`config.mk`:
```
export PLATFORM = sky130hd
export DESIGN_NAME = multicycle_control
export DESIGN_NICKNAME = d
export VERILOG_FILES = /design/src/rtl/legv8_pkg.sv /design/src/rtl/opcode_class.sv /design/src/rtl/multicycle_control.sv
export SDC_FILE = /design/constraint.sdc
export NUM_CORES = 1
export LEC_CHECK = 0
export ABC_AREA = 1
export ABC_CLOCK_PERIOD_IN_PS = 1450
export CAP_MARGIN = 20
export CORE_AREA = 2 2 51 53
export CTS_BUF_LIST = sky130_fd_sc_hd__clkbuf_4 sky130_fd_sc_hd__clkbuf_8
export DETAILED_ROUTE_END_ITERATION = 6
export DIE_AREA = 0 0 53 55
export PLACE_DENSITY_LB_ADDON = 0.3
export SETUP_SLACK_MARGIN = 0.05
export SKIP_LAST_GASP = 1
export SLEW_MARGIN = 15
export SYNTH_ARGS = -nofsm -noshare
export SYNTH_HDL_FRONTEND = slang
export SYNTH_SLANG_ARGS = --single-unit
```
`constraint.sdc`:
```
create_clock -name CLK -period 1.45 [get_ports CLK]
set_input_delay 0.29 -clock CLK [delete_from_list [all_inputs] [get_ports CLK]]
set_output_delay 0.29 -clock CLK [all_outputs]
set_load 0.05 [all_outputs]
```
`src/rtl/legv8_pkg.sv`:
```
// Shared encodings for the multi-cycle LEGv8 control path: opcodes, mux selects and FSM states.
package legv8_pkg;

  localparam int unsigned OPC_W            = 11;
  localparam int unsigned MEM_WAIT_MAX_DEF = 15;
  localparam int unsigned CNT_W_DEF        = 4;

  // Full 11-bit opcodes
  localparam logic [10:0] OPC_ADD  = 11'b10001011000;
  localparam logic [10:0] OPC_SUB  = 11'b11001011000;
  localparam logic [10:0] OPC_AND  = 11'b10001010000;
  localparam logic [10:0] OPC_ORR  = 11'b10101010000;
  localparam logic [10:0] OPC_LSL  = 11'b11010011011;
  localparam logic [10:0] OPC_LDUR = 11'b11111000010;
  localparam logic [10:0] OPC_STUR = 11'b11111000000;

  // Short-prefix opcodes, matched against the top bits of Opcode
  localparam logic [9:0]  OPC_ORRI = 10'b1011001000;
  localparam logic [7:0]  OPC_CBZ  = 8'b10110100;
  localparam logic [5:0]  OPC_B    = 6'b000101;

  localparam logic [1:0] ALUOP_ADD   = 2'b00;
  localparam logic [1:0] ALUOP_PASSB = 2'b01;
  localparam logic [1:0] ALUOP_RTYPE = 2'b10;

  localparam logic [1:0] SRCB_REG    = 2'b00;
  localparam logic [1:0] SRCB_FOUR   = 2'b01;
  localparam logic [1:0] SRCB_IMM    = 2'b10;
  localparam logic [1:0] SRCB_IMM_SH = 2'b11;

  localparam logic [1:0] PCSRC_ALU    = 2'b00;
  localparam logic [1:0] PCSRC_ALUOUT = 2'b01;
  localparam logic [1:0] PCSRC_JUMP   = 2'b10;

  typedef enum logic [3:0] {
    FETCH   = 4'd0,
    DECODE  = 4'd1,
    EXEC_R  = 4'd2,
    RWB     = 4'd3,
    ADDR    = 4'd4,
    MEMRD   = 4'd5,
    MEMWR   = 4'd6,
    LDWB    = 4'd7,
    BRANCH  = 4'd8,
    JUMP    = 4'd9,
    ILLEGAL = 4'd10
  } state_e;

endpackage

```
`src/rtl/opcode_class.sv`:
```
// Combinational opcode classifier: sorts IR[31:21] into the instruction groups the FSM dispatches on.
module opcode_class
  import legv8_pkg::*;
(
  input  logic [OPC_W-1:0] opcode,
  output logic             is_r,
  output logic             is_imm,
  output logic             is_ld,
  output logic             is_st,
  output logic             is_cbz,
  output logic             is_b,
  output logic             illegal
);

  logic is_lsl;
  logic is_orri;

  assign is_lsl  = (opcode == OPC_LSL);
  assign is_orri = (opcode[OPC_W-1 -: 10] == OPC_ORRI);

  // is_r covers everything executed in EXEC_R; is_imm picks the immediate B operand there
  assign is_r    = (opcode == OPC_ADD) | (opcode == OPC_SUB) | (opcode == OPC_AND) |
                   (opcode == OPC_ORR) | is_lsl | is_orri;
  assign is_imm  = is_lsl | is_orri;
  assign is_ld   = (opcode == OPC_LDUR);
  assign is_st   = (opcode == OPC_STUR);
  assign is_cbz  = (opcode[OPC_W-1 -: 8] == OPC_CBZ);
  assign is_b    = (opcode[OPC_W-1 -: 6] == OPC_B);
  assign illegal = ~(is_r | is_ld | is_st | is_cbz | is_b);

endmodule

```
`src/rtl/multicycle_control.sv`:
```
// Main control FSM of the multi-cycle LEGv8 datapath: sequences fetch through writeback,
// supervises memory wait states with a timeout, and flags illegal opcodes.
module multicycle_control
  import legv8_pkg::*;
#(
  parameter int unsigned MEM_WAIT_MAX = MEM_WAIT_MAX_DEF,
  parameter int unsigned CNT_W        = CNT_W_DEF
) (
  input  logic             CLK,
  input  logic             Reset_n,
  input  logic [10:0]      Opcode,
  input  logic             Zero,
  input  logic             MemReady,
  output logic             PCEn,
  output logic             IRWrite,
  output logic             IorD,
  output logic             MemRead,
  output logic             MemWrite,
  output logic             RegWrite,
  output logic             MemtoReg,
  output logic             Reg2Loc,
  output logic             ALUSrcA,
  output logic [1:0]       ALUSrcB,
  output logic [1:0]       ALUop,
  output logic [1:0]       PCSource,
  output logic             Illegal,
  output logic             MemFault,
  output logic [3:0]       State
);

  state_e           state, state_next;
  logic [CNT_W-1:0] wait_cnt, wait_cnt_next;
  logic             reg2loc_q;

  logic is_r, is_imm, is_ld, is_st, is_cbz, is_b, opc_illegal;
  logic mem_state, timeout;
  logic pc_write, pc_write_cond, ir_write, mem_read, mem_write, reg_write, illegal_st;

  opcode_class u_opcode_class (
    .opcode  (Opcode),
    .is_r    (is_r),
    .is_imm  (is_imm),
    .is_ld   (is_ld),
    .is_st   (is_st),
    .is_cbz  (is_cbz),
    .is_b    (is_b),
    .illegal (opc_illegal)
  );

  assign mem_state = (state == FETCH) || (state == MEMRD) || (state == MEMWR);
  assign timeout   = mem_state && !MemReady && (wait_cnt == CNT_W'(MEM_WAIT_MAX));

  always_ff @(posedge CLK or negedge Reset_n) begin
    if (!Reset_n) begin
      state     <= FETCH;
      wait_cnt  <= '0;
      reg2loc_q <= 1'b0;
    end else begin
      state    <= state_next;
      wait_cnt <= wait_cnt_next;
      if (state == DECODE) reg2loc_q <= is_st | is_cbz;
    end
  end

  // Next state and wait counter
  always_comb begin
    state_next    = state;
    wait_cnt_next = wait_cnt;
    if (mem_state && !MemReady) wait_cnt_next = wait_cnt + CNT_W'(1);
    case (state)
      FETCH:   if (MemReady) state_next = DECODE;
      DECODE: begin
        if (is_r)                state_next = EXEC_R;
        else if (is_ld || is_st) state_next = ADDR;
        else if (is_cbz)         state_next = BRANCH;
        else if (is_b)           state_next = JUMP;
        else                     state_next = ILLEGAL;
      end
      EXEC_R:  state_next = RWB;
      ADDR:    state_next = is_st ? MEMWR : MEMRD;
      MEMRD:   if (MemReady) state_next = LDWB;
      MEMWR:   if (MemReady) state_next = FETCH;
      default: state_next = FETCH;
    endcase
    if (timeout) state_next = FETCH;
    // Counter restarts on every state change so each memory state gets a fresh budget
    if ((state_next != state) || timeout) wait_cnt_next = '0;
  end

  // Moore output decode; strobes are qualified below
  always_comb begin
    pc_write      = 1'b0;
    pc_write_cond = 1'b0;
    ir_write      = 1'b0;
    mem_read      = 1'b0;
    mem_write     = 1'b0;
    reg_write     = 1'b0;
    illegal_st    = 1'b0;
    IorD          = 1'b0;
    MemtoReg      = 1'b0;
    ALUSrcA       = 1'b0;
    ALUSrcB       = SRCB_REG;
    ALUop         = ALUOP_ADD;
    PCSource      = PCSRC_ALU;
    case (state)
      FETCH: begin
        mem_read = 1'b1;
        ALUSrcB  = SRCB_FOUR;
        ir_write = MemReady;
        pc_write = MemReady;
      end
      DECODE:  ALUSrcB = SRCB_IMM_SH;
      EXEC_R: begin
        ALUSrcA = 1'b1;
        ALUop   = ALUOP_RTYPE;
        ALUSrcB = is_imm ? SRCB_IMM : SRCB_REG;
      end
      RWB:     reg_write = 1'b1;
      ADDR: begin
        ALUSrcA = 1'b1;
        ALUSrcB = SRCB_IMM;
      end
      MEMRD: begin
        mem_read = 1'b1;
        IorD     = 1'b1;
      end
      MEMWR: begin
        mem_write = 1'b1;
        IorD      = 1'b1;
      end
      LDWB: begin
        reg_write = 1'b1;
        MemtoReg  = 1'b1;
      end
      BRANCH: begin
        ALUSrcA       = 1'b1;
        ALUop         = ALUOP_PASSB;
        pc_write_cond = 1'b1;
        PCSource      = PCSRC_ALUOUT;
      end
      JUMP: begin
        PCSource = PCSRC_JUMP;
        pc_write = 1'b1;
      end
      ILLEGAL: illegal_st = 1'b1;
      default: ;
    endcase
  end

  // Reset forces every strobe low immediately, independent of the clock
  assign PCEn     = Reset_n & (pc_write | (pc_write_cond & Zero));
  assign IRWrite  = Reset_n & ir_write;
  assign MemRead  = Reset_n & mem_read;
  assign MemWrite = Reset_n & mem_write;
  assign RegWrite = Reset_n & reg_write;
  assign Illegal  = Reset_n & illegal_st;
  assign MemFault = Reset_n & timeout;
  assign Reg2Loc  = (state == DECODE) ? (is_st | is_cbz) : reg2loc_q;
  assign State    = state;

endmodule

```
==> results of run 1 <==
[cells in the mapped netlist]
cell type and number:
nand3_2 2, nor3_1 3, dfrtp_1 9, nand3b_1 1, nand2_1 47, xnor2_1 1
nand3_1 12, a21oi_1 1, nor2_2 5, ha_1 1, o21ai_0 2, nand4_1 2
nand3_4 1, and3_1 1, inv_1 35, nor2_1 41, inv_2 3, xor2_1 1
a31oi_1 1, nand2_2 3
[cell families after synthesis]
logic type,count (synthesis)
adder cells (fa/ha/maj),1
flip-flops,9
XOR/XNOR,2
AO/OA/AOI/OAI,4
buffers and inverters,38
AND/OR/NAND/NOR,118
[stage by stage]
step	setup TNS (ns)	std cells	hold WS [ns]
after floorplan	-3.98	172	-0.00559
after global placement	-5.18	275	0.509
after CTS	-5.60	297	0.230
after detailed placement	-6.34	275	0.536
[repair_timing]
action | CTS
setup buffers | 18
setup endpoints to repair | 24
resized for setup | 64
pin swaps | 17
==> impl_metrics.env, run 1 <==
export IMPL_port_buffers=35
export IMPL_endpoint_type="output port"
export IMPL_synth_xor_area_frac=0.0187
export IMPL_clock_sinks=9
export IMPL_netlist_cell_type_count=20
export IMPL_status="stopped before the end"
export IMPL_start_util=0.397
export IMPL_syn_cell_area_sq_um=938
export IMPL_synth_warnings=0
export IMPL_grt_start_max_net_pins=10
export IMPL_synthTopCellsByArea="dfrtp_1, nand2_1, nor2_1, inv_1, nand3_1"
export IMPL_cts_made_buffers=3
export IMPL_synth_top_area_share=0.240
export IMPL_io_pins=36
export IMPL_lastStage="5_1_grt"
export IMPL_die_w_um=53
export IMPL_synthCells=172
export IMPL_synth_area_per_cell_sq_um=5.46
export IMPL_synth_top_family_by_area="simple AND/OR/NAND/NOR gates"
export IMPL_synth_mux_area_frac=0
export IMPL_die_y_um=55
export IMPL_cts_path_max_buffers=2
export IMPL_synth_fp_nets=188
export IMPL_ys_seq_elements=9
export IMPL_seq_area_frac_synth=0.240
export IMPL_synthSimpleGateAreaFrac=0.553
export IMPL_postPlaceCellArea_sq_mm=0.00196
export IMPL_tool_error="[ERROR DPL-0038] Utilization greater than 100%, impossible to legalize"
export IMPL_yosys_area_share_adder=0.0133
export IMPL_gp_congestion=0.938
export IMPL_root_buffer="clkbuf_4"
export IMPL_cts_max_level=1
export IMPL_dpl_worst_slack_ns=-0.548
export IMPL_netlist_top_cell_by_area="dfrtp_1"
export IMPL_synth_compound_area_frac=0.0227
export IMPL_hpwl_um=3210
export IMPL_postGrtWorstEndpoint="IRWrite"
export IMPL_rows=18
export IMPL_hold_buffers=0
==> run 2, diff against run 1 <==
--- a/config.mk
+++ b/config.mk
@@ -6,14 +6,12 @@
 export NUM_CORES = 1
 export LEC_CHECK = 0
 export ABC_AREA = 1
-export ABC_CLOCK_PERIOD_IN_PS = 1450
+export ABC_CLOCK_PERIOD_IN_PS = 1900
 export CAP_MARGIN = 20
-export CORE_AREA = 2 2 51 53
-export CTS_BUF_LIST = sky130_fd_sc_hd__clkbuf_4 sky130_fd_sc_hd__clkbuf_8
+export CORE_AREA = 2 2 63 65
 export DETAILED_ROUTE_END_ITERATION = 6
-export DIE_AREA = 0 0 53 55
-export PLACE_DENSITY_LB_ADDON = 0.3
-export SETUP_SLACK_MARGIN = 0.05
+export DIE_AREA = 0 0 65 67
+export PLACE_DENSITY_LB_ADDON = 0.15
 export SKIP_LAST_GASP = 1
 export SLEW_MARGIN = 15
 export SYNTH_ARGS = -nofsm -noshare
==> constraint.sdc (replaced) <==
create_clock -name CLK -period 1.9 [get_ports CLK]
set_input_delay 0.38 -clock CLK [delete_from_list [all_inputs] [get_ports CLK]]
set_output_delay 0.38 -clock CLK [all_outputs]
set_load 0.05 [all_outputs]
==> impl_metrics.env, run 2 <==
export IMPL_cts_path_max_buffers=2
export IMPL_violations="negative setup slack"
export IMPL_netlist_cell_type_count=20
export IMPL_die_w_um=65
export IMPL_die_y_um=67
export IMPL_cts_made_buffers=3
export IMPL_cp_max_fo=5
export IMPL_dpl_worst_slack_ns=-0.190
export IMPL_utilization=0.579
export IMPL_coreArea_sq_mm=0.00361
export IMPL_synth_area_per_cell_sq_um=5.46
export IMPL_synthCells=172
export IMPL_drc=0
export IMPL_required_ns=1.52
export IMPL_io_pins=36
export IMPL_clock_latency_ns=0.23
export IMPL_setup_viol=1
export IMPL_finalSetupTns_ns=-0.0110
export IMPL_clk_pin_slew_ns=0.04
export IMPL_synthTopCellsByArea="dfrtp_1, nand2_1, nor2_1, inv_1, nand3_1"
export IMPL_hold_buffers=0
export IMPL_power_frac_seq=0.113
export IMPL_dieArea_sq_mm=0.00436
export IMPL_tightest_slew_ns=0.253
export IMPL_cts_tree="built"
export IMPL_final_cell_area_sq_mm=0.00209
export IMPL_drive_above_1_share=0.502
export IMPL_wire_per_inst_um=10.8
export IMPL_critPathArrivalTime_ns=1.53
export IMPL_status="finished with violations"
export IMPL_hpwl_um=2510
export IMPL_port_buffers=35
export IMPL_cts_max_level=1
export IMPL_worst_setup_path_end_kind="output port"
export IMPL_peakVddDrop_v=0.000773
export IMPL_antenna_found_initial=0
export IMPL_fin_skew_ns=0.00359
export IMPL_cpPeakStageDelay_ns=0.46
export IMPL_finalMaxSlewViolations=0
export IMPL_relSlewSlack=0.831
export IMPL_synth_fp_nets=188
export IMPL_power_per_cell_area_mw_per_mm2=1390
export IMPL_first_global_vias=1260
export IMPL_dr_pass1_iters=4
export IMPL_layout_commonest_cell="buf_4"
export IMPL_clock_sinks=9
export IMPL_n_antenna_cell=0
export IMPL_root_buffer="clkbuf_8"
export IMPL_start_util=0.260
export IMPL_grt_pass1_wl_um=5330
export IMPL_yosys_most_used_dff="dfrtp_1"
export IMPL_dp_cells=276
export IMPL_routed_wl_um=3260
export IMPL_p_switching_mw=1.46
export IMPL_netlist_top_cells_count="nand2_1, nor2_1, inv_1"
export IMPL_hold_ws_ns=0.452
export IMPL_async_flop_share=1.00
export IMPL_combPwrFrac=0.812
export IMPL_min_period_ns=1.91
export IMPL_nets=270
export IMPL_clkPwrFrac=0.075
export IMPL_drtIter0Drc=59
export IMPL_fin_crit_sh=1.01
export IMPL_synth_most_common_cell="nand2_1"
export IMPL_p_total_mw=2.90
export IMPL_cpMostUsedCell="nor2_4"
export IMPL_synth_edff_count=0
export IMPL_seq_area_frac_synth=0.240
export IMPL_swShare=0.502
export IMPL_rsz0062_at_grt="true"
export IMPL_gp_congestion=0.862
export IMPL_via_count=1294
export IMPL_p_int_mw=1.45
export IMPL_crit_family="simple AND/OR/NAND/NOR gates"
export IMPL_leakage_nw=1.09
export IMPL_path_cells="nor2_4, nand2_2, buf_4, nand3_2, nand3_4, nor2_4, buf_12"
export IMPL_worstSetupPathType="reg2out"
export IMPL_crit_slowest_cell="dfrtp_2"
export IMPL_timing_fmax_mhz=523
export IMPL_grt_use_total=0.158
export IMPL_critPathLaunchType="register"
export IMPL_grt_overflow=0
export IMPL_vias_per_cell=4.30
export IMPL_maxCapViolCount=0
export IMPL_synth_top_area_share=0.240
export IMPL_fin_ws_ns=-0.0110
export IMPL_grt_start_max_net_pins=10
export IMPL_cp_buffers_inverters=2
export IMPL_layout_common_cells="buf_4, nand2_1, inv_1"
export IMPL_postPlaceCellArea_sq_mm=0.00174
export IMPL_ant_nets=0
export IMPL_synth_warnings=0
export IMPL_stdcell_count=301
export IMPL_ys_seq_elements=9
export IMPL_hold_viol=0
export IMPL_hp_class="reg2reg"
export IMPL_area_delta_synth_final_pct=122
export IMPL_rows=22
export IMPL_netlist_top_cell_by_area="dfrtp_1"
export IMPL_syn_cell_area_sq_um=938
run 2: cell counts after synthesis:
No cell type changed its count.
run 2: worst paths after layout:
check                           slack (ns)         from  cells past startpoint           to
worst min register to register        0.45  wait_cnt[0]                      1  wait_cnt[0]
worst min-delay path                  0.45  wait_cnt[0]                      1  wait_cnt[0]
worst max-delay path                 -0.01     State[2]                      7     MemFault
max in group asynchronous             1.16      Reset_n                      3     State[2]
worst max register to register        0.12     State[2]                     13  wait_cnt[0]
min in group asynchronous             0.58      Reset_n                      3     State[0]
run 2: kinds of logic after synthesis:
| group | Yosys count | share of synthesized area |
|---|---|---|
| and+or+nand+nor | 118 | 0.553 |
| buffers and inverters | 38 | 0.152 |
| DFF | 9 | 0.240 |
| AOI/OAI and AO/OA | 4 | 0.0227 |
| xor gates and xnor gates | 2 | 0.0187 |
| adders and majority gates | 1 | 0.0133 |
run 2: routing by layer:
metal	share of wire	track usage	vias to the layer above
li1	-	-	680
met1	0.45	0.199	583
met2	0.50	0.260	29
met3	0.044	0.0338	2
met4	0.0037	0.0665	0
met5	0	0	-
run 2: area by class of cell:
class                   count  area, sq um
well taps                  48         60.1
inverters                  38          159
flip-flops and latches      9          230
multi-input cells         125          771
fillers                   317         1520
repair buffers             77          822
clock buffers               4         45.0
run 2: power groups by stage:
| stage | registers [mW] | clock network [mW] | logic [mW] |
|---|---|---|---|
| 5_1_grt | 0.333 | 0.244 | 2.51 |
| 4_1_cts | 0.317 | 0.234 | 2.17 |
| 6_report | 0.327 | 0.219 | 2.36 |
| 2_1_floorplan | 0.415 | 0 | 1.00 |
| 3_5_place_dp | 0.318 | 0 | 1.95 |
| 3_3_place_gp | 0.318 | 0 | 1.94 |
run 2: worst reg2reg max path, stage by stage, from the launching register on:
cell and delay, ns:
dfrtp_2 0.46, buf_4 0.17, nand2_4 0.10, nor2_4 0.05, inv_2 0.09, nand3_2 0.09, nand3_4 0.10, buf_4 0.15
nand2_1 0.07, nand2_1 0.06, nand2_1 0.06, nor2_2 0.11, nand3_2 0.10, nor2_1 0.12
run 2: repair_timing:
action,in CTS,in global routing
buffers inserted,16,5
resized for setup,41,28
pin swaps,15,21
setup endpoints to repair,6,10
Note: power is estimated with default switching activity, not from simulation.
